$ cat src/rtl/shot_dispatcher_if.sv
// Player-control / bullet-engine bundle for the shot dispatcher.
// The slave side is the dispatcher; the master side is its environment
// (input controller plus bullet engine).
interface shot_dispatcher_if #(
   parameter int CNT_W = 3
);
   logic             frame_tick;
   logic             fire;
   logic [1:0]       fire_mode;
   logic [3:0]       ss_angle_state;
   logic             spawn_ready;
   logic             shot_done;
   logic             spawn_valid;
   logic [3:0]       spawn_angle;
   logic [1:0]       spawn_mode;
   logic [CNT_W-1:0] in_flight;
   logic             busy;

   modport master (
      output frame_tick, fire, fire_mode, ss_angle_state, spawn_ready, shot_done,
      input  spawn_valid, spawn_angle, spawn_mode, in_flight, busy
   );

   modport slave (
      input  frame_tick, fire, fire_mode, ss_angle_state, spawn_ready, shot_done,
      output spawn_valid, spawn_angle, spawn_mode, in_flight, busy
   );
endinterface

$ cat src/rtl/shot_dispatcher.sv
// Shot dispatcher: turns fire presses into bullet spawn requests using
// single / burst / spread patterns, a frame-based cooldown and an
// in-flight bullet cap.
module shot_dispatcher #(
   parameter int MAX_SHOTS        = 4,
   parameter int CNT_W            = 3,
   parameter int BURST_LEN        = 3,
   parameter int BURST_GAP_FRAMES = 4,
   parameter int COOLDOWN_FRAMES  = 8
) (
   input logic              clk,
   input logic              rst_n,
   shot_dispatcher_if.slave bus
);

   // Frame counter only needs to reach the larger of the two waits minus one.
   localparam int FMAX     = (BURST_GAP_FRAMES > COOLDOWN_FRAMES) ? BURST_GAP_FRAMES : COOLDOWN_FRAMES;
   localparam int FCNT_W   = (FMAX < 2) ? 1 : $clog2(FMAX);
   // Shot index must cover a whole burst and the three spread shots.
   localparam int SHOT_MAX = (BURST_LEN > 3) ? BURST_LEN : 3;
   localparam int SHOT_W   = $clog2(SHOT_MAX);

   localparam logic [FCNT_W-1:0] GAP_LAST   = FCNT_W'(BURST_GAP_FRAMES - 1);
   localparam logic [FCNT_W-1:0] CD_LAST    = FCNT_W'((COOLDOWN_FRAMES == 0) ? 0 : COOLDOWN_FRAMES - 1);
   localparam logic [SHOT_W-1:0] BURST_LAST = SHOT_W'(BURST_LEN - 1);
   localparam logic [SHOT_W-1:0] SPREAD_LAST = SHOT_W'(2);
   localparam logic [CNT_W-1:0]  CAP        = CNT_W'(MAX_SHOTS);

   localparam logic [1:0] MODE_SINGLE = 2'd0;
   localparam logic [1:0] MODE_BURST  = 2'd1;
   localparam logic [1:0] MODE_SPREAD = 2'd2;

   typedef enum logic [1:0] {
      ST_IDLE     = 2'd0,
      ST_ISSUE    = 2'd1,
      ST_GAP      = 2'd2,
      ST_COOLDOWN = 2'd3
   } state_t;

   state_t             r_state;
   state_t             w_state_next;
   logic               r_fire_prev;
   logic [3:0]         r_angle;
   logic [3:0]         w_angle_next;
   logic [1:0]         r_mode;
   logic [1:0]         w_mode_next;
   logic [SHOT_W-1:0]  r_shot_cnt;
   logic [SHOT_W-1:0]  w_shot_next;
   logic [FCNT_W-1:0]  r_frame_cnt;
   logic [FCNT_W-1:0]  w_frame_next;
   logic [CNT_W-1:0]   r_in_flight;

   logic               w_trigger;
   logic               w_full;
   logic               w_valid;
   logic               w_accept;
   logic [1:0]         w_mode_sel;

   assign w_trigger  = bus.fire & ~r_fire_prev;
   assign w_full     = (r_in_flight == CAP);
   // Valid depends on fullness so a full engine never sees a request;
   // while presenting, only our own accept can raise in_flight.
   assign w_valid    = (r_state == ST_ISSUE) && !w_full;
   assign w_accept   = w_valid & bus.spawn_ready;
   assign w_mode_sel = (bus.fire_mode == 2'd3) ? MODE_SPREAD : bus.fire_mode;

   assign bus.spawn_valid = w_valid;
   assign bus.spawn_angle = r_angle;
   assign bus.spawn_mode  = r_mode;
   assign bus.in_flight   = r_in_flight;
   assign bus.busy        = (r_state != ST_IDLE);

   // State register.
   always_ff @(posedge clk or negedge rst_n) begin
      if (!rst_n) begin
         r_state <= ST_IDLE;
      end else begin
         r_state <= w_state_next;
      end
   end

   // Next-state and volley bookkeeping (angle, mode, shot index, frame count).
   always_comb begin
      w_state_next = r_state;
      w_angle_next = r_angle;
      w_mode_next  = r_mode;
      w_shot_next  = r_shot_cnt;
      w_frame_next = r_frame_cnt;
      case (r_state)
         ST_IDLE: begin
            if (w_trigger && !w_full) begin
               w_mode_next  = w_mode_sel;
               w_shot_next  = '0;
               w_state_next = ST_ISSUE;
               // Spread starts one step counter-clockwise of the base angle.
               w_angle_next = (w_mode_sel == MODE_SPREAD) ? (bus.ss_angle_state - 4'd1)
                                                          : bus.ss_angle_state;
            end
         end
         ST_ISSUE: begin
            if (w_full) begin
               // No room: drop the rest of the volley.
               w_state_next = ST_COOLDOWN;
               w_frame_next = '0;
            end else if (w_accept) begin
               case (r_mode)
                  MODE_SINGLE: begin
                     w_state_next = ST_COOLDOWN;
                     w_frame_next = '0;
                  end
                  MODE_BURST: begin
                     w_frame_next = '0;
                     if (r_shot_cnt == BURST_LAST) begin
                        w_state_next = ST_COOLDOWN;
                     end else begin
                        w_state_next = ST_GAP;
                        w_shot_next  = r_shot_cnt + 1'b1;
                     end
                  end
                  default: begin
                     if (r_shot_cnt == SPREAD_LAST) begin
                        w_state_next = ST_COOLDOWN;
                        w_frame_next = '0;
                     end else begin
                        w_shot_next  = r_shot_cnt + 1'b1;
                        w_angle_next = r_angle + 4'd1;
                     end
                  end
               endcase
            end
         end
         ST_GAP: begin
            if (bus.frame_tick) begin
               if (r_frame_cnt == GAP_LAST) begin
                  // Re-sample the ship angle so the player can steer the burst.
                  w_state_next = ST_ISSUE;
                  w_angle_next = bus.ss_angle_state;
               end else begin
                  w_frame_next = r_frame_cnt + 1'b1;
               end
            end
         end
         ST_COOLDOWN: begin
            if (COOLDOWN_FRAMES == 0) begin
               w_state_next = ST_IDLE;
            end else if (bus.frame_tick) begin
               if (r_frame_cnt == CD_LAST) begin
                  w_state_next = ST_IDLE;
               end else begin
                  w_frame_next = r_frame_cnt + 1'b1;
               end
            end
         end
         default: w_state_next = ST_IDLE;
      endcase
   end

   // Volley datapath registers and the fire edge detector.
   always_ff @(posedge clk or negedge rst_n) begin
      if (!rst_n) begin
         r_fire_prev <= 1'b0;
         r_angle     <= '0;
         r_mode      <= '0;
         r_shot_cnt  <= '0;
         r_frame_cnt <= '0;
      end else begin
         r_fire_prev <= bus.fire;
         r_angle     <= w_angle_next;
         r_mode      <= w_mode_next;
         r_shot_cnt  <= w_shot_next;
         r_frame_cnt <= w_frame_next;
      end
   end

   // Bullets in flight: +1 per accept, -1 per retirement, floor at zero.
   always_ff @(posedge clk or negedge rst_n) begin
      if (!rst_n) begin
         r_in_flight <= '0;
      end else if (w_accept && !bus.shot_done) begin
         r_in_flight <= r_in_flight + 1'b1;
      end else if (!w_accept && bus.shot_done && (r_in_flight != '0)) begin
         r_in_flight <= r_in_flight - 1'b1;
      end
   end

endmodule

$ cat src/flat_wrapper.sv
// flat-port wrapper written by rule: the top's interface ports become plain ports
module shot_dispatcher_flat 
#(
   parameter int MAX_SHOTS        = 4,
   parameter int CNT_W            = 3,
   parameter int BURST_LEN        = 3,
   parameter int BURST_GAP_FRAMES = 4,
   parameter int COOLDOWN_FRAMES  = 8
)
  (clk, rst_n, bus_frame_tick, bus_fire, bus_fire_mode, bus_ss_angle_state, bus_spawn_ready, bus_shot_done, bus_spawn_valid, bus_spawn_angle, bus_spawn_mode, bus_in_flight, bus_busy);
  shot_dispatcher_if #(.CNT_W(CNT_W)) bus_i ();
  input logic clk;
  input logic rst_n;
  input wire logic [$bits(bus_i.frame_tick)-1:0] bus_frame_tick;
  input wire logic [$bits(bus_i.fire)-1:0] bus_fire;
  input wire logic [$bits(bus_i.fire_mode)-1:0] bus_fire_mode;
  input wire logic [$bits(bus_i.ss_angle_state)-1:0] bus_ss_angle_state;
  input wire logic [$bits(bus_i.spawn_ready)-1:0] bus_spawn_ready;
  input wire logic [$bits(bus_i.shot_done)-1:0] bus_shot_done;
  output wire logic [$bits(bus_i.spawn_valid)-1:0] bus_spawn_valid;
  output wire logic [$bits(bus_i.spawn_angle)-1:0] bus_spawn_angle;
  output wire logic [$bits(bus_i.spawn_mode)-1:0] bus_spawn_mode;
  output wire logic [$bits(bus_i.in_flight)-1:0] bus_in_flight;
  output wire logic [$bits(bus_i.busy)-1:0] bus_busy;
  assign bus_i.frame_tick = bus_frame_tick;
  assign bus_i.fire = bus_fire;
  assign bus_i.fire_mode = bus_fire_mode;
  assign bus_i.ss_angle_state = bus_ss_angle_state;
  assign bus_i.spawn_ready = bus_spawn_ready;
  assign bus_i.shot_done = bus_shot_done;
  assign bus_spawn_valid = bus_i.spawn_valid;
  assign bus_spawn_angle = bus_i.spawn_angle;
  assign bus_spawn_mode = bus_i.spawn_mode;
  assign bus_in_flight = bus_i.in_flight;
  assign bus_busy = bus_i.busy;
  shot_dispatcher #(.MAX_SHOTS(MAX_SHOTS), .CNT_W(CNT_W), .BURST_LEN(BURST_LEN), .BURST_GAP_FRAMES(BURST_GAP_FRAMES), .COOLDOWN_FRAMES(COOLDOWN_FRAMES)) u_core (.clk(clk), .rst_n(rst_n), .bus(bus_i));
endmodule
$ cat config.mk
export PLATFORM = sky130hd
export DESIGN_NAME = shot_dispatcher_flat
export DESIGN_NICKNAME = d
export VERILOG_FILES = /design/src/rtl/shot_dispatcher_if.sv /design/src/rtl/shot_dispatcher.sv /design/src/flat_wrapper.sv
export SDC_FILE = /design/constraint.sdc
export NUM_CORES = 1
export LEC_CHECK = 0
export ABC_AREA = 1
export CORE_MARGIN = 2
export CORE_UTILIZATION = 56
export CTS_CLUSTER_DIAMETER = 60
export DETAILED_ROUTE_END_ITERATION = 6
export PLACE_DENSITY = 0.83
export SYNTH_ARGS = -nofsm -noshare
export SYNTH_HDL_FRONTEND = slang
export SYNTH_SLANG_ARGS = --single-unit
$ cat constraint.sdc
create_clock -name clk -period 3.9 [get_ports clk]
set_clock_uncertainty 0.1 [all_clocks]
set_input_delay 0.78 -clock clk [delete_from_list [all_inputs] [get_ports clk]]
set_output_delay 0.78 -clock clk [all_outputs]
set_load 0.01 [all_outputs]
==> results.cfg, run 1 <==
[run_status]
status = complete, no violations

[timing]
finalSetupViolations = 0
fmaxAchievable_mhz = 332.7
final_max_slew_viol_count = 0
finalSetupTns_ns = 0
worstMarginPinSlew_ns = 0.8032
rsz0062_at_grt = false
slew_headroom_pct = 46.28
fin_crit_ns = 3.005
finalCritPeriodShare_pct = 77.06
hold_viol_final = 0

[clock_tree]
cts_resized = 0
cts_setup_buffers = 0
cts_buffers = 3
clkTransAtPathRegs_ns = 0.12
cts_htree_levels = 1
cts_tree = built
cts_max_path_buffers = 2
clock_latency_ns = 0.29
cts_sinks = 17
hold_buffers = 0
cts_root_buf = clkbuf_4

[grt]
grt_max_degree = 18
antenna_found_initial = 0
grt_usage_pct = 23.44
grt_pass1_wl_um = 4767
gr-total-overflow = 0
grt_pass1_vias = 1123

[drt]
first_iter_violations = 24
drt_wl_total_um = 2783
num_vias = 1193
viasPerCell = 5.165
wl_per_cell_um = 12.05
ant_nets = 0
drc = 0
first_pass_iters = 7

[power_and_ir_drop]
comb_power_share_pct = 64.6
pwr-share-clk_pct = 7.9
seqPwrFrac_pct = 27.5
p_per_area_nw_per_um2 = 807.9
p_leak_nw = 0.8165
switching_share_pct = 49.48
vdd_drop_max_uv = 479.2
p_switching_mw = 0.6142
p_int_mw = 0.6271

[floorplanning]
rows = 17
core-area_um2 = 2170
fp.dieArea_um2 = 2670
die_w_um = 51.67
ios = 23
initial_utilization_pct = 58.65
fp.dieH_um = 51.67

[critical_path]
crit_top_cell = inv_1
cp_slowest_cell = clkdlybuf4s50_1
cp_data_required_time_ns = 3.02
criticalPathCategory = register to output port
cp-end-kind = output port
startpoint_type = register
crit_chain = inv_1 -> ha_1 -> inv_1 -> a21oi_1 -> clkdlybuf4s50_1
crit_fanout = 11
cp.arrival_ns = 2.13
crit_path_max_incr_delay_ns = 0.55

[synth]
yosys.area.top_type = dfrtp_1
syn_area_per_cell_um2 = 7.109
synth_seq_area_share_pct = 33.43
ys_warn_count = 0
synth.area.top_cells = dfrtp_1 (33%), nand2_1 (16%), ha_1 (9.8%)
netlist_area_um2 = 1272
synth_cell_type_count = 25
synth_nets = 202
synth-seq-cells = 17
syn_inst = 179
netlist.area_leader.share_pct = 33.43

[cells_and_area]
finalInstanceArea_um2 = 1536
antennaDiodeCount = 0
layout_commonest_cell = nand2_1
drive_above_1_share_pct = 8.374
mostFrequentLayoutCells = nand2_1 (54), inv_1 (27), clkdlybuf4s50_1 (22)
fin_nets = 227
area_delta_synth_final_pct = 20.75

[placement]
placed_area_um2 = 1509
gp_congestion = 0.8793
place_hpwl_um = 2180
port_buffers = 22

[job]
cap_violations = 0

[hold_path]
hp-class = register to register
-- layer usage --
layer  vias to the layer above  part of all wire, %  wire (um)  GRT usage [%]
met5                         -                    0          0              0
met4                         0                  1.2         34          8.772
met3                         6                  3.5         97          3.448
met2                        27                   52       1436          41.03
met1                       543                   44       1214          29.01
li1                        617                    -          -              -
-- cell families (layout without fill, tap and decap cells) --
group / Yosys count / count (layout) / synth area share [%]
AND/OR/NAND/NOR: 95 / 95 / 34.12
buffers and inverters: 30 / 54 / 9.735
AO/OA/AOI/OAI: 25 / 25 / 10.62
flip-flops: 17 / 17 / 33.43
adder cells (fa/ha/maj): 11 / 11 / 11.41
XOR/XNOR: 1 / 1 / 0.6884
-- cell type report --
type	instances	area [um^2]
clock buffer	3	22.52
clock inverter	1	5.005
fill	191	633.1
inverter	28	105.1
multi-input combinational	132	723.2
sequential	17	425.4
tap	28	35.03
timing repair buffer	22	220.2
-- state kept, by name (all words and copies together) (netlist names) --
name / flops
u_core.bus.in_flight: 3
u_core.r_fire_prev: 1
u_core.r_state: 2
u_core.r_shot_cnt: 2
u_core.bus.spawn_angle: 4
u_core.bus.spawn_mode: 2
u_core.r_frame_cnt: 3
-- synthesized netlist by cell type (all sizes together) --
master  instances
nand3b          1
ha             10
a22o            1
nand2          59
nand4           2
inv            28
dfrtp          17
buf             2
o22ai           2
a21oi           8
nand3          18
fa              1
xor2            1
nor2           15
o21ai          14
-- worst max-delay path: cells and delay by family, from the launching register on --
family                   cells  cell delay [ns]
buffers and inverters        3             0.82
adder cells (fa/ha/maj)      1             0.42
AO/OA/AOI/OAI                1             0.16
flip-flops                   1             0.43
-- power groups by stage --
| stage | Clock [mW] | Combinational [mW] | Sequential (mW) |
|---|---|---|---|
| after floorplan | 0 | 0.548 | 0.346 |
| after global placement | 0 | 0.767 | 0.337 |
| after detailed placement | 0 | 0.797 | 0.344 |
| after CTS | 0.101 | 0.801 | 0.341 |
| after global routing | 0.108 | 0.904 | 0.353 |
| final | 0.0983 | 0.802 | 0.341 |
-- worst paths after layout --
kind | from | endpoint | slack [ns] | cells after the start
setup / recovery | u_core.r_state[1]$_DFFE_PN0P_ | bus_spawn_valid | 0.89 | 5
max in group asynchronous | rst_n | u_core.r_frame_cnt[2]$_DFFE_PN0P_ | 2.35 | 1
hold / removal | u_core.r_frame_cnt[1]$_DFFE_PN0P_ | u_core.r_frame_cnt[1]$_DFFE_PN0P_ | 0.40 | 2
min in group asynchronous | rst_n | u_core.bus.in_flight[2]$_DFFE_PN0P_ | 0.84 | 1
setup reg to reg | u_core.r_state[1]$_DFFE_PN0P_ | u_core.bus.in_flight[2]$_DFFE_PN0P_ | 1.83 | 8
hold reg to reg | u_core.r_frame_cnt[1]$_DFFE_PN0P_ | u_core.r_frame_cnt[1]$_DFFE_PN0P_ | 0.40 | 2
-- through the flow --
step	power [mW]	utilization [%]	std cells	hold slack, ns	setup WS (ns)
3_5_place_dp	1.141	69.55	227	0.3827	1.248
3_3_place_gp	1.104	69.55	227	0.3619	1.338
4_1_cts	1.243	70.82	231	0.4089	0.9198
5_1_grt	1.365	70.82	231	0.4399	0.7867
6_report	1.241	70.82	231	0.4038	0.8947
2_1_floorplan	0.8944	-	179	0.3457	1.969
(Power assumes the default switching activity.)
==> inputs of run 2 (changes only) <==
--- a/config.mk
+++ b/config.mk
@@ -7,10 +7,10 @@
 export LEC_CHECK = 0
 export ABC_AREA = 1
 export CORE_MARGIN = 2
-export CORE_UTILIZATION = 56
+export CORE_UTILIZATION = 47
 export CTS_CLUSTER_DIAMETER = 60
 export DETAILED_ROUTE_END_ITERATION = 6
-export PLACE_DENSITY = 0.83
+export PLACE_DENSITY = 0.75
 export SYNTH_ARGS = -nofsm -noshare
 export SYNTH_HDL_FRONTEND = slang
 export SYNTH_SLANG_ARGS = --single-unit
==> constraint.sdc (replaced) <==
create_clock -name clk -period 2.7 [get_ports clk]
set_clock_uncertainty 0.1 [all_clocks]
set_input_delay 0.54 -clock clk [delete_from_list [all_inputs] [get_ports clk]]
set_output_delay 0.54 -clock clk [all_outputs]
set_load 0.01 [all_outputs]
==> results.cfg, run 2 (same netlist as run 1, synthesis figures left out) <==
[critical_path]
rr_endpoint = u_core.bus.in_flight[2]$_DFFE_PN0P_
crit_path_max_incr_delay_ns = 0.55
cp-end-kind = output port
critPathBufInv = 3
r2r_slack_ns = 0.79
crit_top_cell = inv_1
cp.arrival_ns = 1.74
critical_path.top_delay_family = buffers and inverters
startpoint_type = register
startpoint = u_core.r_state[1]$_DFFE_PN0P_
crit_chain = inv_1 -> ha_1 -> inv_1 -> a21oi_1 -> clkdlybuf4s50_1
crit_fanout = 5
cp_data_required_time_ns = 2.06
criticalPathCategory = register to output port
cp.depth = 5
r2r.worst_path.cells = 9
cp_slowest_cell = clkdlybuf4s50_1
rr_startpoint = u_core.r_state[1]$_DFFE_PN0P_

[grt]
grt_pass1_vias = 1068
antenna_found_initial = 0
grt_max_degree = 18
gr-total-overflow = 0
grt_usage_pct = 17.98
grt_pass1_wl_um = 4491

[cells_and_area]
layout_commonest_cell = nand2_1
drive_above_1_share_pct = 8.333
mostFrequentLayoutCells = nand2_1 (54), inv_1 (27), clkdlybuf4s50_1 (22)
antennaDiodeCount = 0
fin_cells = 234
largest_reg_flops = 4
area_delta_synth_final_pct = 21.44
fin_nets = 228

[timing]
slew_headroom_pct = 47.67
rsz0062_at_grt = false
finalSetupViolations = 0
fin_crit_ns = 2.379
finalWorstSetupSlack_ns = 0.3215
final_max_slew_viol_count = 0
fmaxAchievable_mhz = 420.4
finalSetupTns_ns = 0
finalCritPeriodShare_pct = 88.09
worstMarginPinSlew_ns = 0.7824
hold_viol_final = 0

[clock_tree]
clock_latency_ns = 0.30
cts_resized = 0
cts_max_path_buffers = 2
clkTransAtPathRegs_ns = 0.09
cts_sinks = 17
cts_tree = built
cts_buffers = 3
cts_htree_levels = 1
cts_root_buf = clkbuf_4
cts_setup_buffers = 0
hold_buffers = 0

[placement]
port_buffers = 22
gp_congestion = 0.8082
dp_cells = 230
place_hpwl_um = 2133
place_ws_ns = 0.5343

[drt]
wl_per_cell_um = 11.50
ant_nets = 0
first_iter_violations = 26
first_pass_iters = 4
viasPerCell = 5.047
drt_wl_total_um = 2690
num_vias = 1181
drc = 0

[power_and_ir_drop]
p_per_area_nw_per_um2 = 1155
vdd_drop_max_uv = 712.0
p_leak_nw = 0.8188

[floorplanning]
initial_utilization_pct = 50.45
rows = 18
fp.dieH_um = 56.03
core-area_um2 = 2522
fp.dieArea_um2 = 3139
die_w_um = 56.03
ios = 23

[job]
cap_violations = 0

[hold_path]
hp-class = register to register
min_path_cells = 2
worstHoldStart = u_core.r_shot_cnt[1]$_DFFE_PN0P_
min_to = u_core.r_shot_cnt[1]$_DFFE_PN0P_

[run_status]
status = complete, no violations
run 2: final cells by class:
type	count	area [um^2]
fillers	225	977.2
multi-input cells	132	723.2
flip-flops and latches	17	425.4
repair buffers	23	227.7
inverters	28	105.1
well taps	30	37.54
clock buffers	4	26.28
run 2: worst reg2reg max path: stages (launching register included):
cell     delay, ns
dfrtp_1       0.42
inv_1         0.09
ha_1          0.16
buf_4         0.18
nand4_2       0.16
fa_1          0.41
nand2_1       0.10
nand2_1       0.06
nand2_1       0.06
nand2_1       0.05
run 2: where the power goes:
group | switching (mW) | internal, mW
clock network | 0.0776 | 0.0576
logic | 0.663 | 0.497
registers | 0.126 | 0.364
total | 0.867 | 0.918
run 2: per-stage QoR:
| stage | util (%) | power [mW] | area (um^2) | hold slack (ns) |
|---|---|---|---|---|
| 6_report | 61.26 | 1.785 | 1545 | 0.4039 |
| 5_1_grt | 61.26 | 1.972 | 1545 | 0.4392 |
| 4_1_cts | 61.26 | 1.793 | 1545 | 0.4049 |
| 3_5_place_dp | 60.22 | 1.651 | 1519 | 0.3844 |
| 3_3_place_gp | 60.22 | 1.616 | 1519 | 0.3668 |
| 2_1_floorplan | - | 1.292 | 1272 | 0.1444 |
run 2: routing by layer:
| metal | vias to the layer above | global-route usage [%] | routed length [um] |
|---|---|---|---|
| met4 | 0 | 8.163 | 79 |
| met2 | 21 | 28.07 | 1264 |
| met3 | 10 | 4.186 | 90 |
| met1 | 532 | 23.55 | 1255 |
| li1 | 618 | - | - |
| met5 | - | 0 | 0 |
run 2: how the worst max path moves through the flow:
stage	end	slack, ns
CTS	bus_spawn_valid	0.30
finish	bus_spawn_valid	0.32
floorplan	u_core.bus.in_flight[2]$_DFFE_PN0P_	0.97
global route	bus_spawn_valid	0.18
global placement	u_core.bus.in_flight[2]$_DFFE_PN0P_	0.61
detailed placement	u_core.bus.in_flight[2]$_DFFE_PN0P_	0.53
==> inputs of run 3 (changes only) <==
--- a/config.mk
+++ b/config.mk
@@ -10,6 +10,7 @@
 export CORE_UTILIZATION = 47
 export CTS_CLUSTER_DIAMETER = 60
 export DETAILED_ROUTE_END_ITERATION = 6
+export GPL_TIMING_DRIVEN = 0
 export PLACE_DENSITY = 0.75
 export SYNTH_ARGS = -nofsm -noshare
 export SYNTH_HDL_FRONTEND = slang
==> results.cfg, run 3 (same netlist as run 1, synthesis figures left out) <==
[clock_tree]
hold_buffers = 0
clkTransAtPathRegs_ns = 0.11
cts_root_buf = clkbuf_4
cts_tree = built
cts_htree_levels = 1
cts_buffers = 3
clock_latency_ns = 0.30
cts_sinks = 17
cts_max_path_buffers = 2

[cells_and_area]
antennaDiodeCount = 0
fin_util_pct = 61.81
fin_nets = 229
layout_commonest_cell = nand2_1
mostFrequentLayoutCells = nand2_1 (54), inv_1 (27), clkdlybuf4s50_1 (21)
largest_reg_flops = 4
drive_above_1_share_pct = 8.780
fin_cells = 235
finalInstanceArea_um2 = 1559
area_delta_synth_final_pct = 22.52

[critical_path]
crit_top_cell = inv_1
cp_slowest_cell = clkdlybuf4s50_1
criticalPathCategory = register to output port
cp.arrival_ns = 1.73
cp-end-kind = output port
startpoint_type = register
crit_path_max_incr_delay_ns = 0.54
cp_data_required_time_ns = 2.06
crit_chain = inv_1 -> ha_1 -> inv_1 -> clkdlybuf4s50_1
crit_fanout = 5

[power_and_ir_drop]
comb_power_share_pct = 65.1
switching_share_pct = 49.30
vdd_drop_max_uv = 625.7
p_int_mw = 0.9247
p_per_area_nw_per_um2 = 1170
seqPwrFrac_pct = 26.9
p_switching_mw = 0.8992
p_leak_nw = 0.8371
power.total_mw = 1.824
pwr-share-clk_pct = 8.1

[drt]
wl_per_cell_um = 12.29
first_iter_violations = 36
ant_nets = 0
num_vias = 1207
viasPerCell = 5.136
drc = 0
drt_wl_total_um = 2887
first_pass_iters = 4

[job]
cap_violations = 0

[grt]
gr-total-overflow = 0
grt_pass1_wl_um = 5057
grt_max_degree = 18
antenna_found_initial = 0
grt_pass1_vias = 1221
grt_usage_pct = 19.78

[timing]
fin_hold_ws_ns = 0.3988
finalWorstSetupSlack_ns = 0.3258
finalSetupTns_ns = 0
finalSetupViolations = 0
fin_crit_ns = 2.374
fmaxAchievable_mhz = 421.2
slew_headroom_pct = 46.28
hold_viol_final = 0
rsz0062_at_grt = false
finalCritPeriodShare_pct = 87.93
worstMarginPinSlew_ns = 0.8033
final_max_slew_viol_count = 0

[placement]
placed_area_um2 = 1530
place_hpwl_um = 2213
gp_congestion = 0.7858
port_buffers = 22
dp_cells = 231
place_ws_ns = 0.4226

[hold_path]
hp-class = register to register

[floorplanning]
core-area_um2 = 2522
initial_utilization_pct = 50.45
rows = 18
ios = 23
fp.dieH_um = 56.03
die_w_um = 56.03
fp.dieArea_um2 = 3139

[run_status]
status = complete, no violations
## run 3: layout make-up
type,instances,area [um^2]
inverters,28,105.1
plain buffers,2,18.77
well taps,30,37.54
repair buffers,22,222.7
fillers,244,963.4
flip-flops and latches,17,425.4
clock buffers,4,26.28
multi-input cells,132,723.2
## run 3: power groups by stage
stage          Clock, mW  Combinational (mW)  Sequential [mW]
3_3_place_gp           0                1.14            0.484
4_1_cts            0.150                1.19            0.490
3_5_place_dp           0                1.18            0.493
6_report           0.147                1.19            0.490
2_1_floorplan          0               0.792            0.500
5_1_grt            0.156                1.36            0.504
## run 3: worst max-delay path: cells and delay by family, from the launching register on
family | cells | cell delay [ns]
DFF | 1 | 0.41
adders and majority gates | 1 | 0.29
buffers and inverters | 3 | 0.73
## run 3: final timing paths
| check | startpoint | endpoint | slack, ns | cells after the start |
|---|---|---|---|---|
| worst max-delay path | u_core.r_state[0]$_DFFE_PN0P_ | bus_busy | 0.33 | 4 |
| worst min-delay path | u_core.r_frame_cnt[1]$_DFFE_PN0P_ | u_core.r_frame_cnt[1]$_DFFE_PN0P_ | 0.40 | 2 |
| worst max register to register | u_core.r_state[1]$_DFFE_PN0P_ | u_core.bus.in_flight[2]$_DFFE_PN0P_ | 0.74 | 9 |
| worst min register to register | u_core.r_frame_cnt[1]$_DFFE_PN0P_ | u_core.r_frame_cnt[1]$_DFFE_PN0P_ | 0.40 | 2 |
| max in group asynchronous | rst_n | u_core.bus.spawn_mode[0]$_DFFE_PN0P_ | 1.41 | 1 |
| min in group asynchronous | rst_n | u_core.bus.spawn_angle[2]$_DFFE_PN0P_ | 0.59 | 1 |
## run 3: what timing repair did
item                                    CTS  global route
setup buffers                             0             0
gates resized for setup                   0             1
endpoints found under the setup margin    0             1
## run 3: metal layers
layer  share of wire [%]  routed length [um]  track usage [%]
met1                  46                1337            23.64
met2                  50                1432            35.80
met4                 1.0                  29            6.122
met3                 3.0                  88            3.256
met5                   0                   0                0
